===== src/rtl/wb_port_arbiter.sv =====
// Register-file write-port arbiter: control FSM vs. mult/div unit.
// Fixed priority for ctrl with anti-starvation for md, one registered
// writeback stage giving one write per cycle.
module wb_port_arbiter #(
   parameter int unsigned STARVE_MAX = 4,
   parameter int unsigned CNT_W      = 16
) (
   input  logic             clk,
   input  logic             reset,
   input  logic             ctrl_req,
   input  logic [2:0]       ctrl_sel,
   output logic             ctrl_gnt,
   input  logic             md_req,
   input  logic [2:0]       md_sel,
   output logic             md_gnt,
   input  logic             rf_hold,
   input  logic             flush,
   output logic [2:0]       wd_sel,
   output logic             reg_write,
   output logic             err_sel,
   output logic [CNT_W-1:0] wr_count
);

   localparam int unsigned SEL_W    = 3;
   localparam int unsigned STARVE_W = 4;
   localparam int unsigned SEL_MAX  = 5;

   typedef enum logic {
      IDLE  = 1'b0,
      WRITE = 1'b1
   } state_e;

   state_e              state_q, state_d;
   logic [SEL_W-1:0]    wd_sel_q, wd_sel_d;
   logic                err_q, err_d;
   logic [CNT_W-1:0]    cnt_q, cnt_d;
   logic [STARVE_W-1:0] starve_q, starve_d;

   logic                accept;
   logic [SEL_W-1:0]    acc_sel;
   logic                acc_illegal;

   // Grant decision: blocked by hold/flush/reset, md forced after STARVE_MAX losses
   always_comb begin
      ctrl_gnt = 1'b0;
      md_gnt   = 1'b0;
      if (reset && !rf_hold && !flush) begin
         if (ctrl_req && md_req) begin
            if (starve_q == STARVE_W'(STARVE_MAX)) begin
               md_gnt = 1'b1;
            end else begin
               ctrl_gnt = 1'b1;
            end
         end else begin
            ctrl_gnt = ctrl_req;
            md_gnt   = md_req;
         end
      end
   end

   // Accepted transfer and its legality
   always_comb begin
      accept      = ctrl_gnt | md_gnt;
      acc_sel     = ctrl_gnt ? ctrl_sel : md_sel;
      acc_illegal = (acc_sel > SEL_W'(SEL_MAX));
   end

   // Next-state: writeback FSM, selector latch, error flag, counters
   always_comb begin
      state_d  = IDLE;
      wd_sel_d = wd_sel_q;
      err_d    = err_q;
      cnt_d    = cnt_q;
      starve_d = starve_q;

      case (state_q)
         IDLE:    cnt_d = cnt_q;
         WRITE:   cnt_d = cnt_q + CNT_W'(1);
         default: cnt_d = cnt_q;
      endcase

      if (accept) begin
         if (acc_illegal) begin
            err_d = 1'b1;
         end else begin
            state_d  = WRITE;
            wd_sel_d = acc_sel;
         end
      end

      if (md_req && !md_gnt) begin
         if (starve_q < STARVE_W'(STARVE_MAX)) begin
            starve_d = starve_q + STARVE_W'(1);
         end
      end else begin
         starve_d = '0;
      end
   end

   // State registers with asynchronous active-low reset
   always_ff @(posedge clk or negedge reset) begin
      if (!reset) begin
         state_q  <= IDLE;
         wd_sel_q <= '0;
         err_q    <= 1'b0;
         cnt_q    <= '0;
         starve_q <= '0;
      end else begin
         state_q  <= state_d;
         wd_sel_q <= wd_sel_d;
         err_q    <= err_d;
         cnt_q    <= cnt_d;
         starve_q <= starve_d;
      end
   end

   // Outputs come straight from registers
   always_comb begin
      reg_write = (state_q == WRITE);
      wd_sel    = wd_sel_q;
      err_sel   = err_q;
      wr_count  = cnt_q;
   end

endmodule

===== config.mk =====
export PLATFORM = sky130hd
export DESIGN_NAME = wb_port_arbiter
export DESIGN_NICKNAME = d
export VERILOG_FILES = /design/src/rtl/wb_port_arbiter.sv
export SDC_FILE = /design/constraint.sdc
export NUM_CORES = 1
export LEC_CHECK = 0
export ABC_AREA = 1
export ABC_CLOCK_PERIOD_IN_PS = 1500
export CAP_MARGIN = 20
export CORE_AREA = 2 2 45 77
export DETAILED_ROUTE_END_ITERATION = 8
export DIE_AREA = 0 0 47 79
export PLACE_DENSITY = 0.72
export SETUP_SLACK_MARGIN = 0.5
export SYNTH_ARGS = -nofsm -noshare
export SYNTH_HDL_FRONTEND = slang
export SYNTH_SLANG_ARGS = --single-unit

===== constraint.sdc =====
create_clock -name clk -period 1.5 [get_ports clk]
set_clock_uncertainty 0.1 [all_clocks]
set_input_delay 0.3 -clock clk [delete_from_list [all_inputs] [get_ports clk]]
set_output_delay 0.3 -clock clk [all_outputs]
set_load 0.03 [all_outputs]

==> results.txt, run 1 <==
----------------------------------------------------
[Synthesis]
  Share of synthesized area occupied by flip-flops and latches ... 0.503
  Share of the synthesized netlist area taken by xor and xnor gates ... 0.0986
  YS warnings ... 0
  Number of library cell types mapped by synthesis ... 18
  Net count after synthesis ... 158
  Multiplexer area fraction after synthesis ... 0.00905
  Compound-gate portion of the synthesized area ... 0.0302
  Main combinational cell family by area after synthesis ... simple AND/OR/NAND/NOR gates
  Cell count after synthesis ... 143
  Flops & latches, synth ... 25
  Synthesized-area fraction occupied by and/or/nand/nor cells ... 0.254
  Adder-cell share of the synthesized area ... 0.0302
  Post-Synthesis Cell Area ... 1240 um2
  Mapped Avg Cell Area ... 8.70 um2

[Layout]
  Nets ... 251
  Commonest cells after routing, fill and taps aside ... buf_6, buf_4, inv_1
  Synth-to-Final Area Change ... 101%
  Final std cells w/o fill ... 278
  Number of antenna diodes ... 0
  Fraction of final layout cells with drive strength greater than 1 ... 0.630
  # fillers ... 183
  Leading cell type in the layout, fill and taps excluded ... buf_6
  Final cell area excluding filler cells ... 2500 um2

[Clocking]
  Library cell used as clock root buffer ... clkbuf_8
  Clock Sink Count ... 25
  Latest clock arrival within the worst-skew pair ... 0.27 ns
  Number of H-tree levels ... 1
  Number of buffers created by CTS ... 3
  Clk slew on worst S/H paths ... 0.09 ns
  Maximum count of clock buffers along a single path ... 2
  TritonCTS clock tree ... yes

[Die]
  Area of the die ... 3710 um2
  Effective utilization at floorplan ... 0.400
  Placeable core region ... 3110 um2
  Die H ... 79 um
  Number of placement rows ... 27
  Die boundary width ... 47 um
  Number of top-level pins ... 35

[Power]
  Power per unit of standard cell area ... 1000 nW/um2
  Static leakage ... 1.29 nW
  Worst-case vdd ir drop ... 1.05 mV

[Place]
  Final weighted congestion of routability-driven global placement ... 0.806
  Post-Place Worst Slack ... -0.373 ns
  Cells after DPL ... 230
  Port bufs ... 34
  Final HPWL DP ... 2110 um
  Placement Cell Area ... 1780 um2

[Detailed routing]
  Detailed-router iteration count before antenna repair ... 4
  DRT antenna net count ... 0
  Vias ... 1296
  Vias per cell ... 4.66
  Routed wire length ... 4270 um
  Post-route DRC ... 0
  Initial DRC Count ... 20
  Routed length per instance ... 15.4 um

[Setup path]
  Data required time of the worst path ... 1.10 ns
  Worst path cell trace ... clkdlybuf4s50_1 -> nand3_2 -> nor2_4 -> nand2_4 -> clkinvlp_4 -> buf_6
  Reg-to-Reg End ... wd_sel[0]
  Cells on worst reg2reg path ... 13
  Crit-path max cell delay ... 0.52 ns
  CP endpoint kind ... output pin
  Top fanout value on the critical path ... 2
  Timing startpoint of the critical path ... reset
  Worst R2R Setup Slack ... -0.21 ns
  Critical path's slowest cell ... clkdlybuf4s50_1
  Capturing element of the worst setup path ... ctrl_gnt
  Worst Path Arrival ... 1.37 ns
  Reg-to-reg critical path startpoint ... starve_q[0]
  Setup Crit Path Kind ... input pin to output pin
  Kind of launch point of the worst setup path ... input pin

[GRT]
  Number of antenna violations at the first check in global routing ... 0
  Overall track demand over capacity in global routing ... 0.212
  Vias in the first global route ... 1344
  Global route total overflow ... 0
  First-pass GRT wire length ... 5790 um
  Maximum number of pins on one net before global-route repair ... 26

[STA]
  Number of hold violations in the final report ... 0
  Slew margin rel. ... 0.779
  Worst-case setup margin in the final layout ... -0.267 ns
  Unrepaired setup endpoints after global routing ... yes
  Final count of negative-setup-slack endpoints ... 13
  Portion of the clock cycle consumed by the worst path in the final layout ... 1.18
  Transition at the pin with the smallest max-transition slack ... 0.331 ns
  Worst Hold Slack ... 0.332 ns
  Final period demand of the worst path ... 1.77 ns
  Peak clock frequency supported by timing ... 566 MHz
  Final Max Slew Viols ... 0

[Status]
  Result of the run ... finished with violations
  Failing checks ... setup timing

[Run]
  Maxcap violations ... 0

[Worst hold path]
  WHS Path Cells ... 4
  Hold Crit Class ... input pin to flop

----------------------------------------------------
cell usage after synthesis, drive strengths merged:
library cell | instances | area share
xnor2 | 3 | 0.021
a21oi | 6 | 0.024
xor2 | 11 | 0.077
nand2 | 38 | 0.12
ha | 3 | 0.030
o21bai | 1 | 0.0060
mux2 | 1 | 0.0091
nor3 | 4 | 0.020
inv | 25 | 0.075
nand4 | 1 | 0.010
nand3 | 9 | 0.036
dfrtp | 25 | 0.50
nor2 | 16 | 0.062
area by class of cell:
| cell class | instances | area (um2) | share of cell area |
|---|---|---|---|
| Clock buffer | 4 | 45.0 | 0.0180 |
| Tap cell | 43 | 53.8 | 0.0215 |
| Timing Repair Buffer | 88 | 862 | 0.344 |
| Sequential cell | 25 | 641 | 0.256 |
| Multi-Input combinational cell | 93 | 801 | 0.320 |
| Inverter | 25 | 103 | 0.0410 |
critical path: cells and delay by family:
family	cells	cell delay, ns
buffers and inverters	3	0.71
and+or+nand+nor	3	0.36
worst min path at each step:
stage / startpoint / endpoint / slack [ns]
3_5_place_dp: wr_count[15] / wr_count[15] / 0.36
6_report: md_req / starve_q[3] / 0.33
2_1_floorplan: reset / err_sel / -0.1
3_3_place_gp: wr_count[15] / wr_count[15] / 0.36
5_1_grt: md_req / starve_q[3] / 0.34
4_1_cts: reset / wd_sel[0] / 0.39
through the flow:
step,power (mW),TNS [ns],util
6_report,2.51,-1.91,0.806
5_1_grt,2.61,-3.13,0.806
4_1_cts,2.26,-0.944,0.721
3_5_place_dp,1.55,-2.70,0.572
3_3_place_gp,1.52,-2.48,0.572
2_1_floorplan,1.27,0,-
registers in the layout (all words and copies together), names as in the netlist:
register   flops
wr_count      16
starve_q       4
wd_sel         3
reg_write      1
err_sel        1
layer usage:
layer	share of wire	GRT usage
met4	0.033	0.0833
met1	0.37	0.234
met3	0.033	0.0295
met5	0	0
met2	0.57	0.381
kinds of logic (layout without fill, tap and decap cells):
family	Yosys count	in the layout
simple gates	68	68
mux	1	1
flops	25	25
fa+ha+maj	3	3
buf+inv	25	117
xor+xnor	14	14
compound gates	7	7
power breakdown:
group	internal, mW	switching [mW]
registers	0.777	0.147
clock network	0.190	0.214
logic	0.648	0.534
what timing repair did:
item,4_1_cts,5_1_grt
hold buffers,0,0
gates resized for setup,153,35
setup buffers,28,16
pin swaps,27,28
endpoints found under the setup margin,47,48
Note: power is estimated with default switching activity, not from simulation.
==> run 2: changes to the inputs <==
--- a/config.mk
+++ b/config.mk
@@ -13,6 +13,7 @@
 export DIE_AREA = 0 0 47 79
 export PLACE_DENSITY = 0.72
 export SETUP_SLACK_MARGIN = 0.5
+export SKIP_LAST_GASP = 1
 export SYNTH_ARGS = -nofsm -noshare
 export SYNTH_HDL_FRONTEND = slang
 export SYNTH_SLANG_ARGS = --single-unit
==> run 2 against run 1 <==
The flow still finishes with violations (setup timing). Total power fell by 0.91%. Die area unchanged. Hold slack better by 0.029 ns. Design area about the same. Count of clock-buffer cells in the layout did not move. Clock power decreased by 3%. Sequential share of layout area is essentially flat. Worst setup slack got worse by 0.015 ns. Cell count up 0.36%. Critical path type is now flop to flop. Largest cell class unchanged. Highest routed layer unchanged.
==> results.txt, run 2 (synthesis results as in run 1) <==
----------------------------------------------------
[Layout]
  # fillers ... 182 (-0.55%)
  Flip-flop count of the largest register after layout ... 16 (unchanged)
  Nets ... 252 (+0.40%)
  Commonest cells after routing, fill and taps aside ... buf_6, buf_4, inv_1
  Synth-to-Final Area Change ... 101% (about the same)
  Number of antenna diodes ... 0 (unchanged)
  Fraction of final layout cells with drive strength greater than 1 ... 0.636 (+0.00581)
  Final std cells w/o fill ... 279 (+0.36%)
  Leading cell type in the layout, fill and taps excluded ... buf_6

[Setup path]
  CP endpoint kind ... flop
  Data required time of the worst path ... 1.60 ns (+0.50 ns)
  Kind of launch point of the worst setup path ... flop
  Cell family with most CP delay ... buffers and inverters
  Top fanout value on the critical path ... 3 (+1)
  Worst path cell trace ... inv_2 -> ha_4 -> nand2_2 -> inv_2 -> nand2_4 -> buf_4 -> buf_4 -> buf_4 -> nand3_4 -> nand2_4 -> nand2_2 -> nand3_1 -> nand2_1
  Setup Crit Path Kind ... flop to flop
  Reg-to-reg critical path startpoint ... starve_q[0]
  Dominant cell type by count on the critical path ... buf_4
  Worst Path Arrival ... 1.89 ns (+0.52 ns)
  Crit-path max cell delay ... 0.39 ns (-0.13 ns)
  Critical path's slowest cell ... dfrtp_1
  Timing startpoint of the critical path ... starve_q[0]
  WP buf/inv ... 5 (+2)

[GRT]
  Grt met3 use ... 0.0250 (-0.00455)
  Met2 Resource Use GR ... 0.379 (-0.00137)
  Global route total overflow ... 0 (unchanged)
  Busiest metal layer after global routing ... met2
  Vias in the first global route ... 1334 (-0.74%)
  Number of antenna violations at the first check in global routing ... 0 (unchanged)
  First-pass GRT wire length ... 5730 um (-0.97%)
  Overall track demand over capacity in global routing ... 0.205 (-0.00715)
  Met1 Use GR ... 0.234 (-0.000342)
  Maximum number of pins on one net before global-route repair ... 26 (unchanged)

[STA]
  Final Max Slew Viols ... 0 (unchanged)
  Worst-case setup margin in the final layout ... -0.282 ns (-0.0145 ns)
  Final period demand of the worst path ... 1.78 ns (+0.0145 ns)
  Worst Hold Slack ... 0.361 ns (+0.0288 ns)
  Slew margin rel. ... 0.779 (about the same)
  Final count of negative-setup-slack endpoints ... 11 (-2)
  Post-route setup TNS ... -2.30 ns (-0.396 ns)
  Peak clock frequency supported by timing ... 561 MHz (-0.82%)
  Transition at the pin with the smallest max-transition slack ... 0.331 ns (-0.000288 ns)
  Number of hold violations in the final report ... 0 (unchanged)
  Unrepaired setup endpoints after global routing ... yes
  Portion of the clock cycle consumed by the worst path in the final layout ... 1.19 (+0.00969)

[Worst hold path]
  Worst hold path startpoint ... md_req
  Hold Crit Class ... input pin to flop

[Die]
  Die H ... 79 um (unchanged)
  Number of placement rows ... 27 (unchanged)
  Area of the die ... 3710 um2 (unchanged)
  Die boundary width ... 47 um (unchanged)
  Number of top-level pins ... 35 (unchanged)
  Placeable core region ... 3110 um2 (unchanged)
  Effective utilization at floorplan ... 0.400 (unchanged)

[Place]
  Post-Place Worst Slack ... -0.373 ns (unchanged)
  Final weighted congestion of routability-driven global placement ... 0.806 (unchanged)
  Final HPWL DP ... 2110 um (unchanged)
  Cells after DPL ... 230 (unchanged)
  Port bufs ... 34 (unchanged)

[Clocking]
  Number of buffers created by CTS ... 3 (unchanged)
  Library cell used as clock root buffer ... clkbuf_8
  Number of H-tree levels ... 1 (unchanged)
  Clk slew on worst S/H paths ... 0.09 ns (about the same)
  Latest clock arrival within the worst-skew pair ... 0.26 ns (about the same)
  Maximum count of clock buffers along a single path ... 2 (unchanged)
  Number of hold buffers added after cts ... 0 (unchanged)
  TritonCTS clock tree ... yes
  Clock Sink Count ... 25 (unchanged)

[Power]
  Worst-case vdd ir drop ... 1.00 mV (-4.4%)
  Power per unit of standard cell area ... 993 nW/um2 (-0.81%)
  Total power ... 2.49 mW (-0.91%)
  Flop pwr share ... 0.367 (about the same)
  Switching fraction of total power ... 0.352 (-0.00423)
  Clock group share of total power ... 0.158 (-0.003)
  Static leakage ... 1.29 nW (-0.57%)
  Switching power total ... 0.876 mW (-2.1%)
  Combinational share of power ... 0.475 (+0.004)
  Design internal power ... 1.61 mW (-0.26%)

[Detailed routing]
  Post-route DRC ... 0 (unchanged)
  Routed wire length ... 4200 um (-1.8%)
  DRT antenna net count ... 0 (unchanged)
  Initial DRC Count ... 14 (-30%)
  Routed length per instance ... 15.0 um (-2.2%)
  Vias per cell ... 4.68 (+0.49%)
  Vias ... 1307 (+0.85%)
  Detailed-router iteration count before antenna repair ... 4 (unchanged)

[Status]
  Failing checks ... setup timing
  Result of the run ... finished with violations

[Run]
  Maxcap violations ... 0 (unchanged)

----------------------------------------------------
-- run 2: cell count changes in the layout (fill, tap and decap cells not counted), moves of 2 or more --
cell,previous run,this run
buf_4,32,35
buf_6,45,43
nor2_1,7,4
nor2_2,4,6
-- run 2: area by class of cell --
type / instances / area [um2] / share of cell area
Timing Repair Buffer: 89 / 862 / 0.345
Multi-Input combinational cell: 93 / 798 / 0.319
Sequential cell: 25 / 641 / 0.256
Inverter: 25 / 103 / 0.0410
Tap cell: 43 / 53.8 / 0.0215
Clock buffer: 4 / 45.0 / 0.0180
-- run 2: final timing paths --
kind,end,slack (ns),depth (start not counted)
min in group asynchronous,wd_sel[1],0.40,2
min,starve_q[0],0.36,4
max reg2reg,wd_sel[0],-0.28,13
max in group asynchronous,wr_count[12],0.63,2
min reg2reg,err_sel,0.42,1
max,wd_sel[0],-0.28,13
-- run 2: routing by layer --
| metal | routed length, um | up-vias | share of wire |
|---|---|---|---|
| li1 | - | 617 | - |
| met1 | 1470 | 644 | 0.35 |
| met2 | 2480 | 34 | 0.59 |
| met3 | 126 | 12 | 0.030 |
| met4 | 121 | 0 | 0.029 |
| met5 | 0 | - | 0 |
-- run 2: metrics by stage --
stage | cell area [um2] | util
6_report | 2500 | 0.805
3_5_place_dp | 1780 | 0.572
4_1_cts | 2220 | 0.713
2_1_floorplan | 1330 | -
3_3_place_gp | 1780 | 0.572
5_1_grt | 2500 | 0.805
-- run 2: worst min-delay path, delay by kind of cell --
family | cells | cell delay [ns]
buffers and inverters | 2 | 0.25
AND/OR/NAND/NOR | 2 | 0.14
-- run 2: what timing repair did --
item	CTS	global route
pin swaps	24	23
endpoints found under the setup margin	47	48
setup buffers	28	17
resized for setup	147	41
-- run 2: power by group through the flow --
stage / Combinational (mW) / Clock [mW] / Sequential, mW
6_report: 1.18 / 0.393 / 0.912
5_1_grt: 1.24 / 0.436 / 0.924
3_3_place_gp: 0.633 / 0 / 0.892
4_1_cts: 0.924 / 0.404 / 0.903
2_1_floorplan: 0.209 / 0 / 1.06
3_5_place_dp: 0.654 / 0 / 0.897
